<file path="src/rtl/parity_check_stream.sv">
// -----------------------------------------------------------------------------
// parity_check_stream
//
// Streaming per-lane parity checker with a one-deep registered output stage
// behind a valid/ready handshake. The block sits between the link deserializer
// and the CRC stage of the error-correction datapath.
//
// Each input word carries DATA_W data bits plus one parity bit per LANE_W-bit
// lane. All lanes are checked in the accept cycle. The per-lane result and the
// unchanged data appear on out_* one cycle later. Error statistics are updated
// at the accept edge, so every word is counted exactly once, whether or not it
// is held by backpressure.
//
// Optional feature macro: PARITY_ERR_CNT_EN
//   defined   : err_cnt port and saturating error counter are present
//   undefined : err_cnt port and counter are omitted; err_clr clears
//               err_sticky only
//
// Parameters
//   DATA_W      data width in bits (multiple of LANE_W)
//   LANE_W      bits covered by each parity bit
//   ODD_PARITY  0: even parity, 1: odd parity
//   ERR_CNT_W   width of err_cnt
//
// Ports
//   clk           rising-edge clock
//   rst_n         asynchronous active-low reset
//   in_valid      input word valid
//   in_ready      block can accept the input word (combinational)
//   in_data       data word
//   in_parity     in_parity[i] covers in_data[i*LANE_W +: LANE_W]
//   out_valid     checked word valid
//   out_ready     downstream accepts the checked word
//   out_data      in_data passed through unchanged
//   out_lane_err  bit i set when lane i failed its parity check
//   out_err       OR of out_lane_err
//   err_sticky    set by any accepted erroneous word, cleared by err_clr
//   err_clr       one-cycle pulse clearing err_sticky (and err_cnt)
//   err_cnt       saturating count of accepted erroneous words (macro only)
// -----------------------------------------------------------------------------
module parity_check_stream #(
  parameter int DATA_W     = 32,
  parameter int LANE_W     = 8,
  parameter int ODD_PARITY = 0,
  parameter int ERR_CNT_W  = 16,
  localparam int LANES     = DATA_W / ((LANE_W < 1) ? 1 : LANE_W)
) (
  input  logic                 clk,
  input  logic                 rst_n,
  input  logic                 in_valid,
  output logic                 in_ready,
  input  logic [DATA_W-1:0]    in_data,
  input  logic [LANES-1:0]     in_parity,
  output logic                 out_valid,
  input  logic                 out_ready,
  output logic [DATA_W-1:0]    out_data,
  output logic [LANES-1:0]     out_lane_err,
  output logic                 out_err,
  output logic                 err_sticky,
  input  logic                 err_clr
`ifdef PARITY_ERR_CNT_EN
  ,
  output logic [ERR_CNT_W-1:0] err_cnt
`endif
);

  // ---------------------------------------------------------------------------
  // Elaboration-time parameter sanity checks
  // ---------------------------------------------------------------------------
  if (LANE_W < 1) begin : g_bad_lane_w
    $error("parity_check_stream: LANE_W must be at least 1");
  end else if ((DATA_W % LANE_W) != 0) begin : g_bad_data_w
    $error("parity_check_stream: DATA_W must be a multiple of LANE_W");
  end else if (ERR_CNT_W < 1) begin : g_bad_cnt_w
    $error("parity_check_stream: ERR_CNT_W must be at least 1");
  end

  localparam logic ODD_BIT = (ODD_PARITY != 0);

  // Lane parity error: XOR of the lane bits and its parity bit must equal the
  // selected parity sense; any other result flags the lane.
  function automatic logic lane_parity_err(input logic [LANE_W-1:0] lane_data,
                                           input logic              lane_par);
    lane_parity_err = (^lane_data) ^ lane_par ^ ODD_BIT;
  endfunction

  // Output register occupancy
  typedef enum logic [0:0] {
    ST_EMPTY = 1'b0,
    ST_FULL  = 1'b1
  } state_t;

  state_t              state_q, state_d;
  logic [DATA_W-1:0]   out_data_q, out_data_d;
  logic [LANES-1:0]    out_lane_err_q, out_lane_err_d;
  logic                out_err_q, out_err_d;
  logic                err_sticky_q, err_sticky_d;

  logic [LANES-1:0]    lane_err_s;
  logic                word_err_s;
  logic                accept_s;
  logic                accept_err_s;

  // The stage can take a new word when it is empty or its word leaves now.
  assign out_valid    = (state_q == ST_FULL);
  assign in_ready     = (state_q != ST_FULL) || out_ready;
  assign accept_s     = in_valid && in_ready;
  assign word_err_s   = |lane_err_s;
  assign accept_err_s = accept_s && word_err_s;

  assign out_data     = out_data_q;
  assign out_lane_err = out_lane_err_q;
  assign out_err      = out_err_q;
  assign err_sticky   = err_sticky_q;

  // Per-lane parity evaluation of the word presented on the input.
  always_comb begin
    lane_err_s = '0;
    for (int i = 0; i < LANES; i++) begin
      lane_err_s[i] = lane_parity_err(in_data[i*LANE_W +: LANE_W], in_parity[i]);
    end
  end

  // Output stage next state: load on accept, drain on delivery, else hold.
  always_comb begin
    state_d = state_q;
    case (state_q)
      ST_EMPTY: begin
        if (accept_s) begin
          state_d = ST_FULL;
        end else begin
          state_d = ST_EMPTY;
        end
      end
      ST_FULL: begin
        if (accept_s) begin
          state_d = ST_FULL;
        end else if (out_ready) begin
          state_d = ST_EMPTY;
        end else begin
          state_d = ST_FULL;
        end
      end
      default: begin
        state_d = ST_EMPTY;
      end
    endcase
  end

  // Output payload next values: only an accepted word replaces the payload,
  // so a held word stays stable under backpressure.
  always_comb begin
    out_data_d     = out_data_q;
    out_lane_err_d = out_lane_err_q;
    out_err_d      = out_err_q;
    if (accept_s) begin
      out_data_d     = in_data;
      out_lane_err_d = lane_err_s;
      out_err_d      = word_err_s;
    end else begin
      out_data_d     = out_data_q;
      out_lane_err_d = out_lane_err_q;
      out_err_d      = out_err_q;
    end
  end

  // Sticky flag: the clear takes effect first so an error accepted in the
  // same cycle as err_clr is still recorded.
  always_comb begin
    err_sticky_d = err_sticky_q;
    if (err_clr) begin
      err_sticky_d = accept_err_s;
    end else begin
      err_sticky_d = err_sticky_q || accept_err_s;
    end
  end

  // Output stage state register.
  always_ff @(posedge clk or negedge rst_n) begin
    if (!rst_n) begin
      state_q <= ST_EMPTY;
    end else begin
      state_q <= state_d;
    end
  end

  // Output payload registers.
  always_ff @(posedge clk or negedge rst_n) begin
    if (!rst_n) begin
      out_data_q     <= '0;
      out_lane_err_q <= '0;
      out_err_q      <= 1'b0;
    end else begin
      out_data_q     <= out_data_d;
      out_lane_err_q <= out_lane_err_d;
      out_err_q      <= out_err_d;
    end
  end

  // Sticky error flag register.
  always_ff @(posedge clk or negedge rst_n) begin
    if (!rst_n) begin
      err_sticky_q <= 1'b0;
    end else begin
      err_sticky_q <= err_sticky_d;
    end
  end

`ifdef PARITY_ERR_CNT_EN
  localparam logic [ERR_CNT_W-1:0] CNT_MAX = {ERR_CNT_W{1'b1}};

  logic [ERR_CNT_W-1:0] err_cnt_q, err_cnt_d;
  logic [ERR_CNT_W-1:0] cnt_base_s;

  assign err_cnt = err_cnt_q;

  // Saturating word-error counter: clear first, then count the accepted word.
  always_comb begin
    cnt_base_s = err_cnt_q;
    err_cnt_d  = err_cnt_q;
    if (err_clr) begin
      cnt_base_s = '0;
    end else begin
      cnt_base_s = err_cnt_q;
    end
    if (accept_err_s && (cnt_base_s != CNT_MAX)) begin
      err_cnt_d = cnt_base_s + {{(ERR_CNT_W-1){1'b0}}, 1'b1};
    end else begin
      err_cnt_d = cnt_base_s;
    end
  end

  // Error counter register.
  always_ff @(posedge clk or negedge rst_n) begin
    if (!rst_n) begin
      err_cnt_q <= '0;
    end else begin
      err_cnt_q <= err_cnt_d;
    end
  end
`endif

endmodule

</file>
<file path="config.mk">
export PLATFORM = sky130hd
export DESIGN_NAME = parity_check_stream
export DESIGN_NICKNAME = d
export VERILOG_FILES = /design/src/rtl/parity_check_stream.sv
export SDC_FILE = /design/constraint.sdc
export NUM_CORES = 1
export LEC_CHECK = 0
export BUFFER_PORTS_ARGS = -buffer_cell sky130_fd_sc_hd__buf_2
export CELL_PAD_IN_SITES_DETAIL_PLACEMENT = 2
export CELL_PAD_IN_SITES_GLOBAL_PLACEMENT = 2
export CORE_AREA = 2 2 77 79
export CTS_CLUSTER_DIAMETER = 30
export DETAILED_ROUTE_END_ITERATION = 8
export DIE_AREA = 0 0 79 81
export GPL_ROUTABILITY_DRIVEN = 0
export PLACE_DENSITY_LB_ADDON = 0.1
export SYNTH_ARGS = -nofsm -noshare
export SYNTH_HDL_FRONTEND = slang
export SYNTH_SLANG_ARGS = --single-unit
</file>
<file path="constraint.sdc">
create_clock -name clk -period 4.13 [get_ports clk]
set_input_delay 0.413 -clock clk [delete_from_list [all_inputs] [get_ports clk]]
set_output_delay 0.413 -clock clk [all_outputs]
set_load 0.02 [all_outputs]
</file>
==> metrics.cfg, run 1 <==
[status]
status = complete, no violations

[timing]
rsz0062_at_grt = no
final.setup.tns_ps = 0
maxSlewHeadroom_pct = 39.03
finClkSkew_ps = 2.802
fmax_ghz = 0.5942
setup_viol = 0
drv_slew = 0
timing.final.crit_share_pct = 40.75
worst_pin_slew_ps = 911.4
hold_viol = 0
post-route-min-period_ps = 1683

[global_routing]
track_usage_pct = 13.11
grt_busiest_layer = met2
grt_pass1_vias = 1360
gr-usage-met2_pct = 24.15
grtUsageMet1_pct = 14.43
antenna_found_initial = 0
grt_overflow = 0
met3_usage_pct = 4.111
grt_pass1_wl_mm = 6.389
grt_max_degree = 40

[logic_synthesis]
avgSynthCellArea_um2 = 15.22
netlist_instances = 115
ys_ff_latch = 39
yosysWarnings = 0
syn_nets = 156
netlist_area_mm2 = 0.001750
synth_cell_types = 13
ys_seq_area_share_pct = 55.75

[cells_and_area]
drive_above_1_share_pct = 63.32
num-nets-final = 239
antenna_cells = 0
stdcell_count = 274
area_delta_synth_final_pct = 32.95

[worst_setup_path]
crit_chain = nand2b_1 -> nand2_2 -> mux2_2
cp_data_required_time_ps = 4300
crit_arrival_ps = 1850
endpoint_kind = flip-flop
slowest_delay_ps = 690
critical_path_buf_inv_count = 0
cp-start-kind = flip-flop
cp_top_family = simple AND/OR/NAND/NOR gates
cpMaxStageDelayCell = nand2_2
crit_fanout = 39
crit_type = reg2reg

[detailed_routing]
drt_first_iter_violations = 25
drcViolationCount = 0
ant_nets = 0
firstDrtPassIters = 3
avgRoutedWirePerCell_um = 14.60
vias_per_cell = 4.380
vias = 1200
routed_wl_mm = 4.001

[clock_tree]
ctsResizeCount = 0
cts_tree = yes
root_buffer = clkbuf_8
clk_latency_ps = 280
clock_sinks = 39
ctsHoldBuffers = 0
htreeDepth = 2
cts.clk_slew.worst_paths_ps = 70
cts_made_buffers = 5
cts_setup_buffers = 0
cts_max_path_buffers = 2

[pwr]
sw_frac_of_total_pct = 31.86
seqPwrFrac_pct = 43.0
cellPowerDensity_mw_per_mm2 = 485.0
intPower_mw = 0.7692
vdd_drop_max_mv = 0.1720
pwr-share-clk_pct = 24.6
p_sw_mw = 0.3596
pwr-share-comb_pct = 32.4
leakage_nw = 1.109

[die]
core_area_mm2 = 0.005675
ios = 81
dieArea_mm2 = 0.006399
start_util_pct = 30.84
num_rows = 28
die_w_um = 79
die_h_um = 81

[job]
max_cap_violations = 0

[placement]
placed_cells = 266
place_hpwl_mm = 3.080
io_buffers = 80

[min_path]
hp-class = in2async

==> per-stage QoR <==
stage | utilization [%] | total power [mW] | area (um^2) | hold slack [ps] | worst slack (ps)
3_3_place_gp | 39.24 | 0.8548 | 2227 | 482.8 | 2240
3_5_place_dp | 39.24 | 0.8690 | 2227 | 489.9 | 2153
4_1_cts | 41.01 | 1.158 | 2327 | 269.4 | 2399
2_1_floorplan | - | 0.7275 | 1750 | 117.4 | 2443
5_1_grt | 41.01 | 1.203 | 2327 | 307.7 | 2324
6_report | 41.01 | 1.129 | 2327 | 248.9 | 2447
==> metal layers <==
metal  vias up  share of wire, %
met3         5               7.1
met1       590                37
met5         -                 0
met2        49                54
met4         0               1.2
li1        556                 -
==> final cells by class <==
cell class              instances  area (um^2)
clock buffers                   8        100.1
fillers                       612         3348
inverters                       1        3.754
multi-input cells              71        753.2
flip-flops and latches         39        975.9
well taps                      75        93.84
repair buffers                 80        400.4
==> state kept, by name, summed over array words and instances, names as in the netlist <==
| register | flops |
|---|---|
| err_sticky | 1 |
| out_data | 32 |
| out_err | 1 |
| out_lane_err | 4 |
| out_valid | 1 |
==> power by group through the flow <==
stage                     clock network, mW  logic, mW  registers [mW]
after CTS                             0.295      0.375           0.488
after floorplan                           0      0.146           0.582
final                                 0.277      0.366           0.486
after detailed placement                  0      0.374           0.495
after global routing                  0.309      0.397           0.497
after global placement                    0      0.366           0.489
==> cell families after synthesis <==
kind of cell	after synthesis	synth area share (%)
and+or+nand+nor	5	1.858
muxes	36	23.16
buffers and inverters	5	1.358
DFF	39	55.75
xor gates and xnor gates	28	17.23
AOI/OAI and AO/OA	2	0.6433
==> synthesized netlist by cell type <==
cell	instances	area share (%)
o21ai_1	1	0.29
buf_2	4	1.1
dfrtp_1	39	56
nand2b_1	2	0.71
nor4_2	1	0.71
xnor3_2	1	1.4
xnor3_1	3	3.9
mux2_2	36	23
o22ai_1	1	0.36
xor2_1	4	2.0
nand2_1	2	0.43
xnor2_1	20	10
inv_1	1	0.21
==> worst register-to-register path: stages (launching register included) <==
cell,delay [ps]
dfrtp_1,350
nand2b_1,100
nand2_2,690
mux2_2,430
==> layout by cell type, fill, tap and decap left out <==
cell	Yosys	routed
xnor3_2	1	1
buf_2	4	80
nand2_1	2	1
dfrtp_1	39	39
o21ai_1	1	1
clkbuf_8	0	7
xnor3_1	3	3
mux2_2	36	36
nand2b_1	2	2
xor2_1	4	4
xnor2_1	20	20
nor4_2	1	1
clkbuf_1	0	1
nand2_2	0	1
inv_1	1	1
o22ai_1	1	1
==> path summary, 6_finish.rpt <==
path	startpoint	endpoint	slack [ps]	cells past startpoint
max	out_valid$_DFF_PN0_	out_data[27]$_DFFE_PN0P_	2450	3
min	rst_n	out_data[26]$_DFFE_PN0P_	250	1
max reg2reg	out_valid$_DFF_PN0_	out_data[27]$_DFFE_PN0P_	2450	3
min reg2reg	out_data[24]$_DFFE_PN0P_	out_data[24]$_DFFE_PN0P_	500	1
max in group asynchronous	rst_n	out_data[0]$_DFFE_PN0P_	3340	1
min in group clk	err_clr	err_sticky$_DFF_PN0_	320	2
Note: power is estimated with default switching activity, not from simulation.
==> inputs of run 2 (changes only) <==
ABC_AREA = 1   (was not set)
CORE_AREA = 2 2 93 95   (was 2 2 77 79)
DIE_AREA = 0 0 95 97   (was 0 0 79 81)
clock period = 1.7 ns   (was 4.13 ns; I/O delays follow)
==> metrics.cfg, run 2 <==
[cells_and_area]
layout_common_cells = nand2_1 (151), buf_2 (80), dfrtp_1 (39)
num-nets-final = 413  ; +73%
drive_above_1_share_pct = 26.81  ; -37 points
largest_register_ffs = 32  ; unchanged
antenna_cells = 0  ; unchanged
final_common_cell = nand2_1
area_delta_synth_final_pct = 31.60
stdcell_count = 478  ; +74%

[placement]
pre_cts_ws_ps = 352.4  ; -1801 ps
place_hpwl_mm = 4.764  ; +55%
placed_cells = 469  ; +76%
io_buffers = 80  ; unchanged

[logic_synthesis]
syn_nets = 329  ; +110%
synth_top_area_share_pct = 48.33  ; -7.4 points
ys_seq_area_share_pct = 48.33  ; -7.4 points
netlist_instances = 288  ; +150%
synth_cell_types = 18  ; +5
yosysWarnings = 0  ; unchanged
synthArstFlopShare_pct = 100.0  ; unchanged
netlist_area_mm2 = 0.002019  ; +15%
synth.most_common_cell = nand2_1
synth_edf_count = 0  ; unchanged
synthTopCellsByArea = dfrtp_1 (48%), nand2_1 (28%), o21ai_0 (5.7%)
synth_common_cells = nand2_1 (152), dfrtp_1 (39), inv_1 (29)
synth-main-ff-cell = dfrtp_1
avgSynthCellArea_um2 = 7.012  ; -54%
ys_ff_latch = 39  ; unchanged
yosys.area.top_type = dfrtp_1

[detailed_routing]
drt_first_iter_violations = 34  ; +36%
ant_nets = 0  ; unchanged
avgRoutedWirePerCell_um = 12.37  ; -15%
drcViolationCount = 0  ; unchanged
routed_wl_mm = 5.913  ; +48%
vias_per_cell = 4.255  ; -2.8%
vias = 2034  ; +70%
firstDrtPassIters = 4  ; +1

[pwr]
leakage_nw = 1.577  ; +42%
p_sw_mw = 0.8810  ; +150%
seqPwrFrac_pct = 45.2  ; +2.2 points
cellPowerDensity_mw_per_mm2 = 933.5  ; +92%
pwr-share-clk_pct = 25.0  ; +0.4 points
intPower_mw = 1.600  ; +110%
sw_frac_of_total_pct = 35.51  ; +3.7 points
vdd_drop_max_mv = 0.3169  ; +84%
pwr-share-comb_pct = 29.9  ; -2.5 points

[timing]
final.setup.tns_ps = 0  ; unchanged
hold_viol = 0  ; unchanged
post-route-min-period_ps = 1222  ; -460.7 ps
worst_pin_slew_ps = 449.4  ; -462.0 ps
hold-worst-slack_ps = 104.3  ; -144.6 ps
maxSlewHeadroom_pct = 70.04  ; +31 points
drv_slew = 0  ; unchanged
setup_viol = 0  ; unchanged
finClkSkew_ps = 3.028  ; +0.2262 ps
setup_ws_ps = 477.7  ; -1969 ps
fmax_ghz = 0.8181  ; +38%
rsz0062_at_grt = no
timing.final.crit_share_pct = 71.90  ; +31 points

[clock_tree]
ctsHoldBuffers = 1  ; +1
ctsResizeCount = 0  ; unchanged
clk_latency_ps = 280  ; about the same
cts_max_path_buffers = 2  ; unchanged
cts_setup_buffers = 0  ; unchanged
cts_made_buffers = 5  ; unchanged
htreeDepth = 2  ; unchanged
root_buffer = clkbuf_8
clock_sinks = 39  ; unchanged
cts.clk_slew.worst_paths_ps = 80  ; about the same
cts_tree = yes

[min_path]
min_to = out_valid$_DFF_PN0_
hp-class = in2reg
holdPathStages = 3
hold_path.startpoint = in_valid

[global_routing]
antenna_found_initial = 0  ; unchanged
track_usage_pct = 14.16  ; +1.0 points
grt_overflow = 0  ; unchanged
grt_pass1_wl_mm = 10.46  ; +64%
grt_max_degree = 37  ; -7.5%
grt_pass1_vias = 2308  ; +70%

[worst_setup_path]
rr_startpoint = out_valid$_DFF_PN0_
cp_top_family = flip-flops
endpoint_kind = flip-flop
crit_arrival_ps = 1430  ; -420 ps
ff2ff_setup_slack_ps = 480  ; -1970 ps
slowest_delay_ps = 380  ; -310 ps
ff2ff_path_depth = 5  ; +2
critical_path_buf_inv_count = 1  ; +1
crit_fanout = 17  ; -56%
cpMaxStageDelayCell = dfrtp_1
worstReg2RegEnd = out_lane_err[3]$_DFFE_PN0P_
cp-start-kind = flip-flop
crit_chain = nand2_1 -> nand2_2 -> inv_2 -> nor2_1 -> a31oi_1
crit_type = reg2reg
cp_data_required_time_ps = 1910  ; -2390 ps

[die]
die_h_um = 97  ; +20%
die_w_um = 95  ; +20%
num_rows = 33  ; +18%
core_area_mm2 = 0.008134  ; +43%
ios = 81  ; unchanged
start_util_pct = 24.83  ; -6.0 points
dieArea_mm2 = 0.009215  ; +44%

[status]
status = complete, no violations

[job]
max_cap_violations = 0  ; unchanged

-- run 2: cell count changes after synthesis, sizes merged, moves of 12 or more --
cell,delta
xnor2,-16
mux2,-36
inv,+35
nand2,+150
nand3,+12
o21ai,+23
-- run 2: per-layer routing --
metal | vias up | share of wire (%) | track usage (%)
met5 | - | 0 | 0
met4 | 0 | 1.7 | 4.794
met3 | 8 | 4.9 | 2.726
met2 | 50 | 48 | 24.11
met1 | 943 | 45 | 17.68
li1 | 1033 | - | -
-- run 2: cell type report --
cell class	count	area, um^2
fill	1012	5477
inverter	37	138.9
clock buffer	7	76.32
tap	105	131.4
clock inverter	1	5.005
timing repair buffer	84	457.9
sequential	39	975.9
multi-input combinational	205	872.1
-- run 2: stage by stage --
stage               area, um^2  total power [mW]  utilization (%)
floorplan                 2019             1.579                -
global placement          2566             1.881            31.55
detailed placement        2566             1.902            31.55
CTS                       2658             2.551            32.67
global route              2658             2.686            32.67
finish                    2658             2.481            32.67
-- run 2: worst register-to-register path, delay by kind of cell (launching register included) --
| family | cells | cell delay (ps) |
|---|---|---|
| AND/OR/NAND/NOR | 3 | 340 |
| AO/OA/AOI/OAI | 1 | 140 |
| flip-flops | 1 | 380 |
| buffers and inverters | 1 | 280 |
-- run 2: worst max-delay path by stage --
stage,startpoint,end,slack [ps],cells past startpoint
floorplan,out_valid$_DFF_PN0_,out_data[0]$_DFFE_PN0P_,310,6
global placement,in_data[3],err_sticky$_DFF_PN0_,380,9
detailed placement,in_data[3],out_err$_DFFE_PN0P_,350,9
CTS,out_valid$_DFF_PN0_,out_lane_err[3]$_DFFE_PN0P_,430,5
global route,out_valid$_DFF_PN0_,out_lane_err[0]$_DFFE_PN0P_,260,5
finish,out_valid$_DFF_PN0_,out_lane_err[3]$_DFFE_PN0P_,480,5
-- run 2: logic make-up (layout without fill, tap and decap cells) --
kind of cell	Yosys count	after routing	synth area share (%)
buffers and inverters	44	129	8.612
AND/OR/NAND/NOR	172	172	33.71
AO/OA/AOI/OAI	28	28	7.187
XOR/XNOR	5	5	2.168
flip-flops	39	39	48.33
-- run 2: power by group through the flow --
stage | registers, mW | clock network (mW) | logic, mW
3_5_place_dp | 1.14 | 0 | 0.761
6_report | 1.12 | 0.619 | 0.742
2_1_floorplan | 1.30 | 0 | 0.278
3_3_place_gp | 1.14 | 0 | 0.743
4_1_cts | 1.12 | 0.663 | 0.763
5_1_grt | 1.14 | 0.696 | 0.847
